[src/rtl/ysyx_22040750_mem_arbiter.sv]
// ----------------------------------------------------------------------------
// ysyx_22040750_mem_arbiter
//
// Purpose:
//   Serialises the instruction-fetch requester (IF) and the load/store
//   requester (LS) onto a single memory port, one outstanding transaction at
//   a time. LS has priority, but after MAX_LS_STREAK consecutive LS grants
//   made while IF was waiting, IF is forced through. A flush cancels the
//   delivery of an in-flight fetch response without aborting the memory
//   transaction itself.
//
// Ports:
//   I_sys_clk, I_rst          clock (rising edge), async active-high reset
//   I_if_req/I_if_addr        fetch request, held until O_if_ready
//   O_if_ready                fetch accepted (IDLE cycle, combinational)
//   O_if_rvalid/O_if_rdata    fetch response pulse / data
//   I_ls_req/wen/addr/wdata/wmask  load/store request, held until O_ls_ready
//   O_ls_ready                load/store accepted (IDLE cycle, combinational)
//   O_ls_rvalid/O_ls_rdata    load data / store completion pulse
//   I_flush                   squash current or pending fetch
//   O_mem_req/wen/addr/wdata/wmask  memory request (fields registered)
//   I_mem_ready               memory accepts the request this cycle
//   I_mem_rvalid/I_mem_rdata  memory response
//   O_busy                    arbiter not idle
// ----------------------------------------------------------------------------
module ysyx_22040750_mem_arbiter #(
  parameter int MAX_LS_STREAK = 4
) (
  input  logic        I_sys_clk,
  input  logic        I_rst,
  input  logic        I_if_req,
  input  logic [31:0] I_if_addr,
  output logic        O_if_ready,
  output logic        O_if_rvalid,
  output logic [31:0] O_if_rdata,
  input  logic        I_ls_req,
  input  logic        I_ls_wen,
  input  logic [31:0] I_ls_addr,
  input  logic [31:0] I_ls_wdata,
  input  logic [3:0]  I_ls_wmask,
  output logic        O_ls_ready,
  output logic        O_ls_rvalid,
  output logic [31:0] O_ls_rdata,
  input  logic        I_flush,
  output logic        O_mem_req,
  output logic        O_mem_wen,
  output logic [31:0] O_mem_addr,
  output logic [31:0] O_mem_wdata,
  output logic [3:0]  O_mem_wmask,
  input  logic        I_mem_ready,
  input  logic        I_mem_rvalid,
  input  logic [31:0] I_mem_rdata,
  output logic        O_busy
);

  typedef enum logic [2:0] {
    ST_IDLE    = 3'd0,
    ST_REQ_IF  = 3'd1,
    ST_REQ_LS  = 3'd2,
    ST_WAIT_IF = 3'd3,
    ST_WAIT_LS = 3'd4
  } state_t;

  localparam logic [3:0] LP_MAX_STREAK = MAX_LS_STREAK[3:0];

  state_t      r_state;
  logic [3:0]  r_streak;
  logic        r_drop;
  logic        r_mem_wen;
  logic [31:0] r_mem_addr;
  logic [31:0] r_mem_wdata;
  logic [3:0]  r_mem_wmask;

  logic w_idle;
  logic w_ls_grant;
  logic w_if_grant;

  assign w_idle = (r_state == ST_IDLE);

  // LS is held back only when the streak limit is reached AND IF could
  // actually be granted instead. If IF is flushed or not requesting at all,
  // holding LS back would just waste the cycle (or deadlock), so LS goes.
  assign w_ls_grant = w_idle & I_ls_req &
                      ((r_streak < LP_MAX_STREAK) | I_flush | ~I_if_req);
  assign w_if_grant = w_idle & I_if_req & ~I_flush & ~w_ls_grant;

  always_ff @(posedge I_sys_clk or posedge I_rst) begin
    if (I_rst) begin
      r_state     <= ST_IDLE;
      r_streak    <= 4'd0;
      r_drop      <= 1'b0;
      r_mem_wen   <= 1'b0;
      r_mem_addr  <= 32'd0;
      r_mem_wdata <= 32'd0;
      r_mem_wmask <= 4'd0;
    end else begin
      case (r_state)
        ST_IDLE: begin
          r_drop <= 1'b0;
          if (w_ls_grant) begin
            r_mem_wen   <= I_ls_wen;
            r_mem_addr  <= I_ls_addr;
            r_mem_wdata <= I_ls_wdata;
            r_mem_wmask <= I_ls_wmask;
            // Only grants that made IF wait count toward starvation.
            if (I_if_req && (r_streak != 4'hF)) begin
              r_streak <= r_streak + 4'd1;
            end
            r_state <= ST_REQ_LS;
          end else if (w_if_grant) begin
            r_mem_wen   <= 1'b0;
            r_mem_addr  <= I_if_addr;
            r_mem_wdata <= 32'd0;
            r_mem_wmask <= 4'd0;
            r_streak    <= 4'd0;
            r_state     <= ST_REQ_IF;
          end
        end
        ST_REQ_IF: begin
          if (I_flush) begin
            r_drop <= 1'b1;
          end
          if (I_mem_ready) begin
            r_state <= ST_WAIT_IF;
          end
        end
        ST_WAIT_IF: begin
          if (I_mem_rvalid) begin
            r_drop  <= 1'b0;
            r_state <= ST_IDLE;
          end else if (I_flush) begin
            r_drop <= 1'b1;
          end
        end
        ST_REQ_LS: begin
          if (I_mem_ready) begin
            r_state <= ST_WAIT_LS;
          end
        end
        ST_WAIT_LS: begin
          if (I_mem_rvalid) begin
            r_state <= ST_IDLE;
          end
        end
        default: begin
          r_state <= ST_IDLE;
        end
      endcase
    end
  end

  assign O_if_ready  = w_if_grant;
  assign O_ls_ready  = w_ls_grant;

  // A flush arriving together with the response must also squash it.
  assign O_if_rvalid = (r_state == ST_WAIT_IF) & I_mem_rvalid & ~r_drop & ~I_flush;
  assign O_ls_rvalid = (r_state == ST_WAIT_LS) & I_mem_rvalid;
  assign O_if_rdata  = I_mem_rdata;
  assign O_ls_rdata  = I_mem_rdata;

  assign O_mem_req   = (r_state == ST_REQ_IF) | (r_state == ST_REQ_LS);
  assign O_mem_wen   = r_mem_wen;
  assign O_mem_addr  = r_mem_addr;
  assign O_mem_wdata = r_mem_wdata;
  assign O_mem_wmask = r_mem_wmask;
  assign O_busy      = ~w_idle;

endmodule

[config.mk]
export PLATFORM = sky130hd
export DESIGN_NAME = ysyx_22040750_mem_arbiter
export DESIGN_NICKNAME = d
export VERILOG_FILES = /design/src/rtl/ysyx_22040750_mem_arbiter.sv
export SDC_FILE = /design/constraint.sdc
export NUM_CORES = 1
export LEC_CHECK = 0
export ABC_AREA = 1
export CAP_MARGIN = 25
export CORE_MARGIN = 10
export CORE_UTILIZATION = 39
export DETAILED_ROUTE_END_ITERATION = 10
export PLACE_DENSITY = 0.87
export SYNTH_ARGS = -nofsm -noshare
export SYNTH_HDL_FRONTEND = slang
export SYNTH_SLANG_ARGS = --single-unit
[constraint.sdc]
create_clock -name I_sys_clk -period 7.66 [get_ports I_sys_clk]
set_input_delay 1.532 -clock I_sys_clk [delete_from_list [all_inputs] [get_ports I_sys_clk]]
set_output_delay 1.532 -clock I_sys_clk [all_outputs]
set_load 0.1 [all_outputs]
==> results.py, run 1 <==
metrics = {
    "sta": {
        "setup_viol_count_final": 0,
        "relSlewSlack_pct": 31.39,
        "hold_viol": 0,
        "fin_ws_ns": 2.379,
        "fin_tns_setup_ns": 0,
        "report.final.slew_viol_count": 0,
        "fmaxAchievable_mhz": 189.3,
        "finClkSkew_ns": 0.01081,
        "rsz0062_at_grt": "false",
        "finalCritPeriodShare_pct": 68.95,
        "worstMarginPinSlew_ns": 1.026,
        "period_minus_slack_ns": 5.281,
    },
    "synthesis": {
        "yosysSeqAreaShare_pct": 46.34,
        "synthArstFlopShare_pct": 100.0,
        "yosys.area.top_type": "dfrtp_1",
        "synth_ff_type": "dfrtp_1",
        "ys_warn_count": 0,
        "yosysTopAreaCellShare_pct": 46.34,
        "synth_edf_count": 0,
        "ys_types": 21,
        "synth_common_cells": "nand2_1 (304), dfrtp_1 (77), buf_4 (72), o21ai_0 (38), inv_1 (14)",
        "syn_avg_cell_area_um2": 7.491,
        "synth_nets": 696,
        "ys_ff_latch": 77,
        "synthTopCellsByArea": "dfrtp_1 (46%), nand2_1 (27%), buf_4 (13%)",
        "synth_most_common_cell": "nand2_1",
        "syn_inst": 555,
        "syn_area_um2": 4158,
    },
    "routing": {
        "ant_nets": 0,
        "vias_per_cell": 4.753,
        "drt_iter0_drc": 231,
        "vias": 3817,
        "post_drt_wl_per_cell_um": 15.82,
        "routed_wl_um": 12700,
        "drc_errors": 0,
        "dr.pass1.iters": 6,
    },
    "clock_tree": {
        "cts-buffers-inserted": 9,
        "hold_buffers": 0,
        "post-cts-setup-buffer-count": 0,
        "worstSkewPairLatency_ns": 0.34,
        "cts_tree": "done",
        "cts.sinks": 77,
        "clkTransAtPathRegs_ns": 0.07,
        "cts_resized": 0,
        "cts.path.max_buffers": 2,
        "clock-root-buffer": "clkbuf_8",
        "htreeDepth": 3,
    },
    "floorplan": {
        "initial_core_util_pct": 40.09,
        "boundaryPins": 279,
        "core-area_um2": 10370,
        "die_w_um": 123.3,
        "rows": 37,
        "dieHeight_um": 123.3,
        "dieArea_um2": 15190,
    },
    "setup_path": {
        "slowest_stage": "clkdlybuf4s50_1",
        "r2r_cells": 8,
        "cp_num_cells": 8,
        "cp_max_fo": 3,
        "path_buf_inv": 4,
        "worstSetupPathType": "primary input to output pin",
        "path_cells": "clkdlybuf4s50_1 > inv_1 > nor2_1 > o21ai_0 > nand2_1 > nand3_1 > inv_1 > clkdlybuf4s50_1",
        "worstPathRequired_ns": 6.13,
        "worst_setup_path_start_kind": "primary input",
        "setup.worst_path.end_class": "output pin",
        "slowest_delay_ns": 1.14,
        "crit_family": "buffers and inverters",
        "cp_data_arrival_time_ns": 3.75,
    },
    "grt": {
        "grt_pass1_vias": 3912,
        "grt_start_max_net_pins": 78,
        "grt_pass1_wl_um": 19520,
        "grt_overflow_total": 0,
        "antenna_found_initial": 0,
        "grt_usage_pct": 15.92,
    },
    "place": {
        "post-place-ws_ns": 2.410,
        "place_hpwl_um": 9453,
        "port_buffers": 182,
        "gp_congestion": 0.8995,
    },
    "run": {
        "drv_cap": 0,
    },
    "outcome": {
        "status": "finished, final reports clean",
    },
    "min_path": {
        "worstHoldPathType": "register to register",
        "worstHoldPathCells": 2,
    },
    "layout": {
        "syn_to_final_growth_pct": 38.67,
        "n_fill_cell": 949,
        "layout.nets": 803,
        "n_antenna_cell": 0,
        "drive_gt1_share_pct": 4.498,
    },
}
==> routing by layer <==
layer / routed length [um] / vias to the layer above / track usage (%)
met1: 4553 / 1769 / 16.11
met3: 1277 / 39 / 6.290
li1: - / 1850 / -
met4: 345 / 0 / 7.205
met2: 6528 / 159 / 28.33
met5: 0 / - / 0
==> area by class of cell <==
class | instances | area (um2) | area share (%)
Clock buffer | 11 | 131.4 | 2.279
Timing Repair Buffer | 187 | 1882 | 32.64
Multi-Input combinational cell | 371 | 1535 | 26.63
Inverter | 16 | 61.31 | 1.063
Clock inverter | 5 | 58.81 | 1.020
Sequential cell | 77 | 1927 | 33.42
Tap cell | 136 | 170.2 | 2.951
==> worst paths after layout <==
| path | slack [ns] | startpoint | endpoint |
|---|---|---|---|
| max | 2.38 | I_if_req | O_if_ready |
| min | 0.47 | O_mem_wdata[3] | O_mem_wdata[3] |
| max reg2reg | 5.39 | r_state[1] | O_mem_addr[26] |
| min reg2reg | 0.47 | O_mem_wdata[3] | O_mem_wdata[3] |
| max in group asynchronous | 5.43 | I_rst | O_mem_addr[7] |
| min in group asynchronous | 1.62 | I_rst | O_mem_wdata[8] |
==> per-stage QoR <==
stage | util (%) | area, um2 | std cells | hold WS [ns]
after global routing | 55.60 | 5766 | 803 | 0.4957
final | 55.60 | 5766 | 803 | 0.4742
after global placement | 53.38 | 5535 | 785 | 0.4535
after CTS | 55.41 | 5746 | 802 | 0.4781
after floorplan | - | 4158 | 555 | 0.4888
after detailed placement | 53.57 | 5555 | 786 | 0.4579
==> state kept, by name (all words and copies together), names as in the netlist <==
name         count
O_mem_wen        1
r_streak         4
r_state          3
O_mem_wdata     32
O_mem_addr      32
r_drop           1
O_mem_wmask      4
==> cell families after synthesis <==
group	synth area share, %
AOI/OAI and AO/OA	4.875
xor gates and xnor gates	0.2107
adders and majority gates	0.3009
buffers and inverters	16.85
DFF	46.34
and+or+nand+nor	31.42
==> layout by cell type (no fill, tap or decap), drive strengths merged <==
cell / instances
buf: 6
clkdlybuf4s50: 181
o211ai: 1
o21ai: 38
nand3: 7
ha: 1
a21oi: 1
clkinv: 2
clkbuf: 11
nand2: 305
bufinv: 1
nand4: 6
nor2: 9
nor4: 2
clkinvlp: 2
xor2: 1
inv: 16
dfrtp: 77
==> tightest hold or removal path: stages (launching register included) <==
cell and delay [ns]:
dfrtp_1 0.35, nand2_1 0.05, nand2_1 0.05
Power of run 1 is left out: the tool's default activity adds up to more than one toggle a clock period on the data nets, which glitch-free logic cannot reach.
==> run 2: changes to the inputs <==
Settings changed: CORE_UTILIZATION 39 to 36, PLACE_DENSITY 0.87 to 0.81.
Clock period 7.66 ns to 4.9 ns, I/O delays scaled along.
==> run 2 against run 1 <==
  * Wire length shrank 3.2%
  * Non-clock buffer count is 1 higher
  * Worst setup slack lost 0.86 ns
  * First-iteration DRC count down 27%
  * Count of clock-buffer cells in the layout rose by 1
  * Highest routed layer unchanged
  * Worst hold slack got worse by 0.0085 ns
  * Via count down 3.7%
  * Register-to-register slack lost 2.5 ns
  * Die area up 7.0%
  * Sequential share of layout area decreased by 0.45 points
  * Clock skew shrank 0.0018 ns
  * Critical path depth decreased by 3
==> results.py, run 2 (synthesis gave the netlist of run 1 again) <==
metrics = {
    "clock_tree": {
        "htreeDepth": 3,
        "cts_tree": "done",
        "post-cts-setup-buffer-count": 0,
        "cts_resized": 0,
        "clkTransAtPathRegs_ns": 0.05,
        "cts-buffers-inserted": 9,
        "cts.path.max_buffers": 2,
        "worstSkewPairLatency_ns": 0.33,
        "hold_buffers": 0,
        "clock-root-buffer": "clkbuf_16",
        "cts.sinks": 77,
    },
    "grt": {
        "busiest_layer": "met2",
        "antenna_found_initial": 0,
        "met2_usage_pct": 24.60,
        "grt_start_max_net_pins": 75,
        "grt_use_met3_pct": 6.038,
        "grt_pass1_wl_um": 19600,
        "grt_overflow_total": 0,
        "grt_pass1_vias": 3697,
        "met1_usage_pct": 16.79,
        "grt_usage_pct": 14.84,
    },
    "outcome": {
        "status": "finished, final reports clean",
    },
    "layout": {
        "n_antenna_cell": 0,
        "syn_to_final_growth_pct": 40.57,
        "fin_util_pct": 51.40,
        "layout_common_cells": "nand2_1 (304), clkdlybuf4s50_1 (178), dfrtp_1 (77), o21ai_0 (38), inv_1 (13)",
        "drive_gt1_share_pct": 5.389,
        "layout.nets": 804,
        "design_area_um2": 5844,
        "final_common_cell": "nand2_1",
        "layout.cells.non_filler": 811,
    },
    "run": {
        "drv_cap": 0,
    },
    "floorplan": {
        "dieArea_um2": 16250,
        "core-area_um2": 11370,
        "dieHeight_um": 127.5,
        "rows": 39,
        "boundaryPins": 279,
        "die_w_um": 127.5,
        "initial_core_util_pct": 36.57,
    },
    "sta": {
        "finClkSkew_ns": 0.009022,
        "report.final.slew_viol_count": 0,
        "period_minus_slack_ns": 3.383,
        "fmaxAchievable_mhz": 295.6,
        "relSlewSlack_pct": 30.58,
        "fin_tns_setup_ns": 0,
        "finalCritPeriodShare_pct": 69.03,
        "hold_viol": 0,
        "rsz0062_at_grt": "false",
        "setup_viol_count_final": 0,
        "worstMarginPinSlew_ns": 1.038,
    },
    "setup_path": {
        "setup.worst_path.end_class": "output pin",
        "worst_setup_path_start_kind": "register",
        "slowest_delay_ns": 1.13,
        "crit_top_cell": "nand2_1",
        "worstSetupPathType": "register to output pin",
        "cp_max_fo": 6,
        "cp_data_arrival_time_ns": 2.40,
        "path_cells": "inv_1 > nor2_1 > nand2_1 > nand2_1 > clkdlybuf4s50_1",
        "r2r_cells": 8,
        "slowest_stage": "clkdlybuf4s50_1",
        "worstPathRequired_ns": 3.92,
    },
    "routing": {
        "post_drt_wl_per_cell_um": 15.16,
        "vias": 3677,
        "routed_wl_um": 12300,
        "drc_errors": 0,
        "drt_iter0_drc": 168,
        "vias_per_cell": 4.534,
        "dr.pass1.iters": 4,
        "ant_nets": 0,
    },
    "min_path": {
        "worstHoldPathType": "register to register",
        "worstHoldPathCells": 2,
    },
    "place": {
        "port_buffers": 182,
        "placed_cell_area_um2": 5565,
        "dp_cells": 795,
        "place_hpwl_um": 9063,
        "gp_congestion": 0.7965,
    },
}
-- run 2: cell types whose count changed in the layout (fill, tap and decap cells not counted) --
cell	change
nor4_1	-1
clkdlybuf4s50_1	-3
clkinvlp_4	-1
inv_6	-1
nor4_2	+1
bufinv_16	-1
clkbuf_1	-1
buf_4	+6
clkbuf_8	-7
buf_12	-2
clkbuf_16	+9
clkinv_2	+2
-- run 2: worst paths after layout --
kind,to,slack [ns],start
setup / recovery,O_mem_req,1.52,r_state[0]
hold / removal,O_mem_wdata[2],0.47,O_mem_wdata[2]
setup reg to reg,r_streak[3],2.89,r_state[0]
hold reg to reg,O_mem_wdata[2],0.47,O_mem_wdata[2]
max in group asynchronous,O_mem_addr[28],2.88,I_rst
min in group asynchronous,O_mem_wdata[31],1.12,I_rst
-- run 2: cell type report --
| type | instances | area [um2] |
|---|---|---|
| fill | 1091 | 5525 |
| sequential | 77 | 1927 |
| timing repair buffer | 188 | 1857 |
| multi-input combinational | 371 | 1541 |
| clock buffer | 12 | 256.5 |
| tap | 143 | 178.9 |
| inverter | 16 | 61.31 |
| clock inverter | 4 | 22.52 |
-- run 2: layer usage --
layer,vias to the layer above,routed length [um]
met5,-,0
met4,0,227
met3,25,1314
met2,144,5890
met1,1655,4864
li1,1853,-
-- run 2: critical path: cells and delay by family (launching register included) --
family        cells  cell delay, ns
simple gates      3            0.37
buf+inv           2            1.24
flops             1            0.47
-- run 2: through the flow --
| step | setup slack (ns) | hold WS, ns |
|---|---|---|
| global route | 1.390 | 0.4931 |
| detailed placement | 1.612 | 0.4574 |
| floorplan | 0.05775 | 0.4888 |
| CTS | 1.505 | 0.4717 |
| global placement | 1.619 | 0.4524 |
| finish | 1.517 | 0.4657 |
Power of run 2 is left out for the same reason.
